### src/rtl/hack_pkg.sv
// hack_pkg: shared widths, reset constant and fetch-state encoding for the Hack core.
// Revision: 1.0
`default_nettype none

package hack_pkg;

  localparam int DEF_ADDR_W = 15;
  localparam int DEF_DATA_W = 16;
  localparam int PC_RESET   = 0;

  typedef enum logic [1:0] {
    FETCH = 2'd0,
    HOLD  = 2'd1,
    HALT  = 2'd2
  } fetch_state_e;

endpackage

`default_nettype wire

### src/rtl/pc_reg.sv
// pc_reg: program-counter register with synchronous reset, branch load and increment.
// Revision: 1.0
`default_nettype none

module pc_reg
  import hack_pkg::*;
#(
  parameter int ADDR_W = DEF_ADDR_W
) (
  input  logic              clk,
  input  logic              reset,
  input  logic              load,
  input  logic              inc,
  input  logic [ADDR_W-1:0] load_val,
  output logic [ADDR_W-1:0] pc
);

  logic [ADDR_W-1:0] pc_q;
  logic [ADDR_W-1:0] pc_d;

  // Branch wins over increment; increment wraps naturally at 2^ADDR_W.
  always_comb begin
    pc_d = pc_q;
    if (load) begin
      pc_d = load_val;
    end else if (inc) begin
      pc_d = pc_q + ADDR_W'(1);
    end
  end

  always_ff @(posedge clk) begin
    if (reset) begin
      pc_q <= ADDR_W'(PC_RESET);
    end else begin
      pc_q <= pc_d;
    end
  end

  assign pc = pc_q;

endmodule

`default_nettype wire

### src/rtl/pc_fetch.sv
// pc_fetch: Hack PC and instruction-fetch stage (ROM req/ack, hold until retired).
// Optional macro HALT_DETECT_EN enables jump-to-self halt detection. Revision: 1.0
`default_nettype none

module pc_fetch
  import hack_pkg::*;
#(
  parameter int ADDR_W = DEF_ADDR_W,
  parameter int DATA_W = DEF_DATA_W
) (
  input  logic              clk,
  input  logic              reset,
  input  logic              load,
  input  logic [ADDR_W-1:0] jump_addr,
  input  logic              advance,
  output logic              rom_req,
  output logic [ADDR_W-1:0] rom_addr,
  input  logic              rom_ack,
  input  logic [DATA_W-1:0] rom_data,
  output logic [DATA_W-1:0] instr,
  output logic              instr_valid,
  output logic [ADDR_W-1:0] pc,
  output logic              halted
);

  fetch_state_e      state_q, state_d;
  logic [DATA_W-1:0] instr_q, instr_d;
  logic              instr_valid_q, instr_valid_d;
  logic              rom_req_q, rom_req_d;
  logic              pc_load;
  logic              pc_inc;
  logic              retire;

  assign retire = advance && instr_valid_q;

`ifdef HALT_DETECT_EN
  logic halted_q, halted_d;
  logic halt_match;

  // "@END; 0;JMP" targets either the jump itself or the A-load just before it.
  assign halt_match = (jump_addr == pc) || (jump_addr == (pc - ADDR_W'(1)));
`endif

  always_comb begin
    state_d       = state_q;
    instr_d       = instr_q;
    instr_valid_d = instr_valid_q;
    rom_req_d     = rom_req_q;
    pc_load       = 1'b0;
    pc_inc        = 1'b0;
`ifdef HALT_DETECT_EN
    halted_d      = halted_q;
`endif
    case (state_q)
      FETCH: begin
        // After reset the request is raised one cycle later; acks are ignored until then.
        if (!rom_req_q) begin
          rom_req_d = 1'b1;
        end else if (rom_ack) begin
          instr_d       = rom_data;
          instr_valid_d = 1'b1;
          rom_req_d     = 1'b0;
          state_d       = HOLD;
        end
      end
      HOLD: begin
        if (retire) begin
          instr_valid_d = 1'b0;
          rom_req_d     = 1'b1;
          state_d       = FETCH;
          if (load) begin
            pc_load = 1'b1;
`ifdef HALT_DETECT_EN
            if (halt_match) begin
              rom_req_d = 1'b0;
              halted_d  = 1'b1;
              state_d   = HALT;
            end
`endif
          end else begin
            pc_inc = 1'b1;
          end
        end
      end
`ifdef HALT_DETECT_EN
      HALT: begin
        rom_req_d     = 1'b0;
        instr_valid_d = 1'b0;
      end
`endif
      default: begin
        state_d       = FETCH;
        instr_valid_d = 1'b0;
        rom_req_d     = 1'b0;
      end
    endcase
  end

  always_ff @(posedge clk) begin
    if (reset) begin
      state_q       <= FETCH;
      instr_q       <= '0;
      instr_valid_q <= 1'b0;
      rom_req_q     <= 1'b0;
    end else begin
      state_q       <= state_d;
      instr_q       <= instr_d;
      instr_valid_q <= instr_valid_d;
      rom_req_q     <= rom_req_d;
    end
  end

`ifdef HALT_DETECT_EN
  always_ff @(posedge clk) begin
    if (reset) begin
      halted_q <= 1'b0;
    end else begin
      halted_q <= halted_d;
    end
  end

  assign halted = halted_q;
`else
  assign halted = 1'b0;
`endif

  pc_reg #(
    .ADDR_W(ADDR_W)
  ) u_pc_reg (
    .clk      (clk),
    .reset    (reset),
    .load     (pc_load),
    .inc      (pc_inc),
    .load_val (jump_addr),
    .pc       (pc)
  );

  assign rom_req     = rom_req_q;
  assign rom_addr    = pc;
  assign instr       = instr_q;
  assign instr_valid = instr_valid_q;

endmodule

`default_nettype wire

### config.mk
export PLATFORM = sky130hd
export DESIGN_NAME = pc_fetch
export DESIGN_NICKNAME = d
export VERILOG_FILES = /design/src/rtl/hack_pkg.sv /design/src/rtl/pc_reg.sv /design/src/rtl/pc_fetch.sv
export SDC_FILE = /design/constraint.sdc
export NUM_CORES = 1
export LEC_CHECK = 0
export CORE_MARGIN = 2
export CORE_UTILIZATION = 31
export CTS_BUF_LIST = sky130_fd_sc_hd__clkbuf_4 sky130_fd_sc_hd__clkbuf_8
export DETAILED_ROUTE_END_ITERATION = 10
export GPL_TIMING_DRIVEN = 0
export HOLD_SLACK_MARGIN = 0.12
export PLACE_DENSITY = 0.65
export SLEW_MARGIN = 20
export SYNTH_ARGS = -nofsm -noshare
export SYNTH_HDL_FRONTEND = slang
export SYNTH_SLANG_ARGS = --single-unit
### constraint.sdc
create_clock -name clk -period 1.55 [get_ports clk]
set_input_delay 0.3875 -clock clk [delete_from_list [all_inputs] [get_ports clk]]
set_output_delay 0.3875 -clock clk [all_outputs]
set_load 0.03 [all_outputs]
## After elaboration in Yosys (flattened, before gate mapping)

Cells that the tools add are included.

| word-level totals | value |
|---|---|
| logic and storage cells | 35 |
| ROM bits | 0 |
| output and inout port bits | 49 |
| memory bits (writable) | 0 |
| memories | 0 |
| register bits after elaboration | 35 |
| bits in latches | 0 |

| cells by class | value |
|---|---|
| mux-type cells | 20 |
| equality and inequality tests | 4 |
| shift-type cells | 0 |
| $add $sub $neg | 1 |
| $mul | 0 |
| reductions and logical operators | 5 |
| $lt $le $gt $ge | 0 |
| divide/modulo/power cells | 0 |
| bitwise operators | 0 |

Operator list:

| kind | count |
|---|---|
| $mux 15 | 2 |
| $add 15x1->15 const B | 1 |
| $mux 1 | 12 |
| $mux 2 | 3 |
| $ne 2x2->1 const B | 3 |
| $reduce_and 3->1 | 2 |
| $pmux 1 s2 | 2 |
| $pmux 2 s2 | 1 |
| $eq 2x1->1 const B | 1 |
| $logic_not 2->1 | 1 |
| $reduce_bool 2->1 | 1 |
| $logic_and 1x1->1 | 1 |

## Logic depth before layout (Yosys ltp)

Gate-level depths: netlist of run 1.

| logic depth | value |
|---|---|
| depth in word-level cells | 5 |
| mapped depth | 6 |
| gate-level depth less buffers | 5 |

## Hierarchy

Synthesis of run 1 repeated with hierarchy kept, for this count alone.

| second synthesis, totals | value |
|---|---|
| cell total of the unflattened synthesis | 200 |
| area total of the unflattened synthesis | 1,813.0 um^2 |

Modules (own cells, without submodules):

| module | sequential area each (um^2) | area each (um^2) | cells each | instances |
|---|---|---|---|---|
| pc_fetch | 360.3 | 949.7 | 96 | 1 |
| pc_reg | 300.3 | 863.3 | 104 | 1 |

## Least setup slack after synthesis of run 1

Ideal clock, no wire load.

| timing path | value |
|---|---|
| path type | reg2reg |
| start point | reg u_pc_reg.pc_q[0] (netlist: u_pc_reg.pc[0]) |
| end point | reg u_pc_reg.pc_q[14] (netlist: u_pc_reg.pc[14]) |
| arrival time | 1,731 ps |
| path slack | -314 ps |
| period minus slack after synthesis | 1,864 ps |
| cell stages (with the launch flop) | 6 |
| library setup time | 134 ps |
| buffers on the path | 0 |
| cell sequence | dfxtp_1 > ha_1 > nand2_1 > nor4b_1 > a31o_2 > o211ai_1 |

| between the ends | value |
|---|---|
| word-level cells in the longest chain between the ends | 3 |

RTL lines:

| item | line | text |
|---|---|---|
| from (decl) | pc_reg.sv:18 | `logic [ADDR_W-1:0] pc_q;` |
| from (signal assigned) | pc_reg.sv:33 | `pc_q <= ADDR_W'(PC_RESET);` |
| from (signal assigned) | pc_reg.sv:35 | `pc_q <= pc_d;` |
| $add 15x1->15 | pc_reg.sv:27 | `pc_d = pc_q + ADDR_W'(1);` |
| $mux 15 | pc_reg.sv:26 | `end else if (inc) begin` |
| $mux 15 | pc_reg.sv:24 | `if (load) begin` |

No other way between the ends. The select of a mux whose other input is x is not followed.
A chain may end at the register's enable or synchronous reset.

## Worst setup path after layout of run 1

| timing path | value |
|---|---|
| start point | reg u_pc_reg.pc_q[3] (netlist: u_pc_reg.pc[3]) |
| end point | out rom_addr[3] |

RTL lines:

| item | line | text |
|---|---|---|
| to (decl) | pc_fetch.sv:17 | `output logic [ADDR_W-1:0] rom_addr,` |

No word-level cell between the ends.

==> reports/results.txt, run 1 <==
Max VDD drop -> 0.366 mV
DR iter-0 viols -> 129
Die H -> 78.4 um
global-route wire length before repair -> 8350 um
n_diodes -> 0
DR WL/cell -> 13.7 um
H-tree depth -> 2
Worst Setup SP -> u_pc_reg.pc[3]
unrepaired setup endpoints after global routing -> yes
Initial Util -> 31.6%
Final HPWL DP -> 3750 um
row cnt -> 27
Post-synth top flop -> dfxtp_1
Critical R2R Launch -> u_pc_reg.pc[0]
power density cells -> 687 nW/um^2
Setup WS pre-CTS -> -0.628 ns
Peak Freq -> 0.662 GHz
outcome -> finished, final reports clean
Clock Path Buffers -> 2
vias in the first global route -> 1695
Pre-antenna DRT Iters -> 4
Seq/Total Area, Yosys -> 38.5%
CP Max Fanout -> 6
Hold Crit Class -> register to register
min Tclk post-route -> 1.51 ns
Mapped Area -> 1720 sq um
Reg power frac -> 46.3%
# Max-Cap Violations -> 0
FFs w/ async S/R, synth -> 0%
Final #Nets -> 355
CTS tree -> done
static leakage -> 1.23 nW
CP Capture Point -> rom_addr[3]
Setup crit start kind -> register
Post-synth EDFFs -> 0
Internal -> 1.38 mW
Die W -> 78.4 um
die area -> 6150 sq um
gr usage total -> 16.9%
Post-route DRC -> 0
Worst Path Arrival -> 1.12 ns
post-synthesis cell type count -> 44
Final Hold Fails -> 0
core footprint -> 5440 sq um
Critical R2R Capture -> u_pc_reg.pc[8]
GPL Wtd Cong -> 0.839
layout cell share with drive strength beyond 1 -> 25.1%
Root Buffer -> clkbuf_8
NetSw -> 0.570 mW
Vias/cell -> 4.95
Synth warnings -> 0
Port Buffer Count -> 82
Largest register FFs -> 16
syn nets -> 262
worst hold margin -> 0.454 ns
clock latency on the worst-skew pair -> 0.28 ns
clock-pin slew of the registers on the worst-case setup and hold paths -> 0.07 ns
Routed WL -> 5340 um
PnR worst setup slack -> 0.0402 ns
Antenna Nets Post-Route -> 0
fin crit share -> 97.4%
final setup fails -> 0
endpoint type of the worst setup path -> output port
largest net degree at the start of global routing -> 11
combinational share of power -> 20.2%
Syn Inst Count -> 225
total global routing overflow -> 0
Clock power frac -> 33.5%
critical path type -> register to output port
Avg Inst Size Synth -> 7.64 sq um
DR vias -> 1937
CTS sink cnt -> 33
area grow syn2layout -> 65.5%
number of buffers created by CTS -> 5
Worst R2R Setup Slack -> 0.07 ns
Top-Level Pins -> 85
CP required -> 1.16 ns
Net Sw Frac -> 29.2%
Yosys reg bits -> 33
clk_skew -> 0.0113 ns
Worst Reg-to-Reg Cells -> 6
Slew Limit Fails -> 0
initial antenna violation count -> 0
[cell usage after synthesis (all sizes together) (2+ instances only)]
cell type   n  area (sq um)
inv         3          11.3
and3        4          26.3
a31oi       5          31.3
a211oi      3          22.5
nor2        8          30.0
nor3        5          25.0
o31ai       2          15.0
a32o        2          20.0
buf        20           144
nand2      53           199
a22o        3          26.3
a21oi      25           125
nand3b      2          15.0
o22ai       3          18.8
or3         2          17.5
clkbuf     10          37.5
o41ai       4          42.6
dfxtp      33           661
nand4       4          25.0
nand3       8          50.1
o21ai      10          50.1
[worst max-delay path: stages, from the launching register on]
cell and delay [ns]:
dfxtp_4 0.39, buf_4 0.11, clkdlybuf4s15_1 0.35
[repair_timing]
action / CTS / global route
hold buffers: 0 / 0
buffers inserted: 0 / 6
pin swaps: 1 / 2
endpoints found under the setup margin: 73 / 28
hold endpoints to repair: 0 / 0
gates resized for setup: 88 / 30
[power by group through the flow]
stage	registers (mW)	clock network, mW	logic [mW]
after detailed placement	0.926	0	0.409
final	0.904	0.655	0.395
after CTS	0.907	0.670	0.390
after global placement	0.925	0	0.408
after global routing	0.909	0.721	0.423
after floorplan	0.985	0	0.146
[final cells by class]
cell class	count	area, sq um
multi-input cells	159	936
plain buffers	28	203
clock buffers	6	76.3
flip-flops and latches	33	694
well taps	72	90.1
clock inverters	2	10.0
inverters	3	11.3
repair buffers	88	823
fillers	546	2590
[layer usage]
layer	GRT usage (%)	part of all wire, %	up-vias
li1	-	-	970
met1	23.2	46	889
met2	26.0	47	73
met3	2.99	5.4	5
met4	6.84	1.2	0
met5	0	0	-
[layout by cell type (no fill, tap or decap), types with 4 or more instances in the layout]
master,synthesis,layout
nor2_1,8,7
buf_4,16,21
dfxtp_2,0,6
nand4_1,4,4
nand2_1,53,52
clkdlybuf4s15_1,0,4
clkbuf_4,0,5
clkdlybuf4s50_1,0,33
nand3_1,6,6
dfxtp_4,0,7
clkbuf_2,0,8
dfxtp_1,33,20
clkbuf_8,0,5
a21oi_1,25,25
dlygate4sd2_1,0,30
o21ai_0,10,9
a31oi_1,5,5
clkdlybuf4s15_2,0,8
[cells by family (layout without fill, tap and decap cells)]
group           count (synthesis)  count (layout)  synth area share (%)
simple gates                   95              95                  26.5
compound gates                 61              61                  22.3
fa+ha+maj                       1               1                 0.728
buf+inv                        33             127                  11.2
flops                          33              33                  38.5
other cells                     1               1                 0.218
mux                             1               1                 0.583
[stage by stage]
| stage | power (mW) | std cells | util (%) | instance area (sq um) | setup TNS [ns] |
|---|---|---|---|---|---|
| 2_1_floorplan | 1.13 | 225 | - | 1750 | 0 |
| 3_3_place_gp | 1.33 | 379 | 48.9 | 2660 | -13.91 |
| 3_5_place_dp | 1.33 | 379 | 48.9 | 2660 | -14.13 |
| 4_1_cts | 1.97 | 385 | 50.6 | 2750 | 0 |
| 5_1_grt | 2.05 | 391 | 52.3 | 2840 | -0.0590 |
| 6_report | 1.95 | 391 | 52.3 | 2840 | 0 |
[how the worst min path moves through the flow]
stage | startpoint | end | slack, ns | cells past startpoint
after floorplan | rom_data[0] | instr[0] | 0.52 | 2
after global placement | instr[2] | instr[2] | 0.44 | 2
after detailed placement | instr[11] | instr[11] | 0.45 | 2
after CTS | instr[11] | instr[11] | 0.46 | 2
after global routing | instr[4] | instr[4] | 0.47 | 2
final | instr[1] | instr[1] | 0.45 | 2
No activity file was read; power rests on OpenSTA's default activity.
==> inputs of run 2 (changes only) <==
ABC_AREA = 1   (was unset)
PLACE_DENSITY = 0.64   (was 0.65)
==> reports/results.txt, run 2 <==
outcome -> finished, final reports clean
Vias/cell -> 4.59
CTS sink cnt -> 33
most used routing layer -> met2
Die H -> 80.8 um
post-synthesis mux area share -> 0%
die area -> 6530 sq um
Final Hold Fails -> 0
post-synthesis cell type count -> 32
most common cell after layout, fill and taps aside -> nor2_1
power density cells -> 720 nW/um^2
FFs w/ async S/R, synth -> 0%
H-tree depth -> 2
Post-Synth Adder-Cell Area -> 0.684%
Seq/Total Area, Yosys -> 36.1%
Crit-path slowest cell -> dlygate4sd2_1
area share of the largest cell type after synthesis -> 36.1%
# Max-Cap Violations -> 0
DR vias -> 1920
critical path type -> register to output port
Critical R2R Capture -> u_pc_reg.pc[10]
DR iter-0 viols -> 71
Worst R2R Setup Slack -> 0.17 ns
commonest non-fill, non-tap cells in the layout -> nor2_1, clkdlybuf4s50_1, nand2_1
largest family of logic cells by synthesized area -> simple AND/OR/NAND/NOR gates
critical-path cell list -> dlygate4sd2_1
total global routing overflow -> 0
Final #Nets -> 383
GRT met2 Usage -> 27.9%
Peak Freq -> 0.668 GHz
final core occ -> 50.7%
global-route wire length before repair -> 8290 um
Slew Limit Fails -> 0
non-filler instance count after layout -> 418
Rel. slew slack -> 61.6%
Simple-Gate Fraction of Synth Area -> 33.7%
n_diodes -> 0
Die W -> 80.8 um
Hold EP -> instr[6]
Post-synth EDFFs -> 0
Syn Inst Count -> 256
placed cell count -> 411
Avg Inst Size Synth -> 7.15 sq um
Post-route DRC -> 0
setup TNS -> 0 ns
unrepaired setup endpoints after global routing -> no
static leakage -> 1.21 nW
worst hold margin -> 0.477 ns
Antenna Nets Post-Route -> 0
Compound-Gate Fraction of Synth Area -> 14.6%
met1 GRT Util -> 18.9%
Synth warnings -> 0
top cells by area, synth -> dfxtp_1, nor2_1, buf_4
largest net degree at the start of global routing -> 11
GPL Wtd Cong -> 0.902
Finished Cell Area -> 2840 sq um
cell taking the most area after synthesis -> dfxtp_1
CP required -> 1.16 ns
top cells by count, synth -> nor2_1, nand2_1, dfxtp_1
syn nets -> 293
hold wc startpoint -> instr[6]
Critical R2R Launch -> u_pc_reg.pc[0]
clock latency on the worst-skew pair -> 0.28 ns
CP peak stage delay -> 0.42 ns
layout cell share with drive strength beyond 1 -> 23.7%
xor/xnor share of the synthesized area -> 0%
Worst Path Arrival -> 1.11 ns
Initial Util -> 32.6%
gr usage total -> 16.4%
CP Max Fanout -> 5
Routed WL -> 5060 um
Post-CTS Setup Repair Bufs -> 0
met3 Usage GRT -> 5.44%
min Tclk post-route -> 1.50 ns
endpoint type of the worst setup path -> output port
Port Buffer Count -> 83
Crit path max-delay family -> buffers and inverters
row cnt -> 27
Max VDD drop -> 0.339 mV
Hold Crit Class -> register to register
Largest register FFs -> 16
Root Buffer -> clkbuf_8
cell with the most instances after synthesis -> nor2_1
clock-pin slew of the registers on the worst-case setup and hold paths -> 0.07 ns
Post-synth top flop -> dfxtp_1
Post-CTS Hold Fix Bufs -> 0
Worst Reg-to-Reg Cells -> 8
overall power -> 2.05 mW
Worst Max-Slew Pin Slew -> 0.576 ns
Yosys reg bits -> 33
clk_skew -> 0.00668 ns
Worst Path Buf+Inv -> 1
Hold Path Stages -> 2
final setup fails -> 0
Mapped Area -> 1830 sq um
PnR worst setup slack -> 0.0540 ns
CTS tree -> done
Top-Level Pins -> 85
number of buffers created by CTS -> 5
core footprint -> 5610 sq um
fin crit share -> 96.5%
vias in the first global route -> 1789
Clock Path Buffers -> 2
Setup WS pre-CTS -> -0.214 ns
area grow syn2layout -> 55.5%
DR WL/cell -> 12.1 um
initial antenna violation count -> 0
Final HPWL DP -> 3870 um
Pre-antenna DRT Iters -> 4
Setup crit start kind -> register
placed inst area -> 2750 sq um
## run 2: cell types whose count changed in the layout (fill, tap and decap cells not counted), moves of 6 or more
cell             change
dfxtp_4              -7
nand3_1             +10
clkdlybuf4s15_2      +6
inv_1               +17
nand2_1             -18
o21ai_0             +14
a21oi_1             -19
clkbuf_2             -6
dfxtp_2              +7
nor2_1              +48
## run 2: worst max-delay path by stage
stage,depth (start not counted),startpoint,endpoint,slack [ns]
2_1_floorplan,8,u_pc_reg.pc[0],u_pc_reg.pc[14],0.02
3_3_place_gp,7,load,u_pc_reg.pc[12],-0.22
3_5_place_dp,7,load,u_pc_reg.pc[13],-0.21
4_1_cts,2,u_pc_reg.pc[8],rom_addr[8],0.004
5_1_grt,1,u_pc_reg.pc[6],pc[6],0.002
6_report,1,u_pc_reg.pc[9],pc[9],0.05
## run 2: layout make-up
| cell class | count | area (sq um) |
|---|---|---|
| tap | 72 | 90.1 |
| sequential | 33 | 677 |
| multi-input combinational | 176 | 905 |
| clock buffer | 7 | 90.1 |
| fill | 592 | 2760 |
| buffer | 26 | 194 |
| timing repair buffer | 83 | 810 |
| inverter | 21 | 78.8 |
## run 2: logic make-up after synthesis
kind of cell / count (synthesis)
and+or+nand+nor: 131
buffers and inverters: 47
AOI/OAI and AO/OA: 43
DFF: 33
adders and majority gates: 1
other: 1
## run 2: what timing repair did
| action | CTS | global route |
|---|---|---|
| setup endpoints to repair | 48 | 27 |
| hold endpoints to repair | 0 | 0 |
| resized for setup | 82 | 21 |
## run 2: report_power, final
group	internal [mW]	switching, mW	total (mW)
registers	0.894	0.0335	0.928
clock network	0.370	0.312	0.682
logic	0.199	0.238	0.437
total	1.46	0.583	2.05
## run 2: routing by layer
layer	wire (um)	part of all wire (%)
met3	394	7.8
met1	2110	42
met5	0	0
met2	2450	48
met4	100	2.0
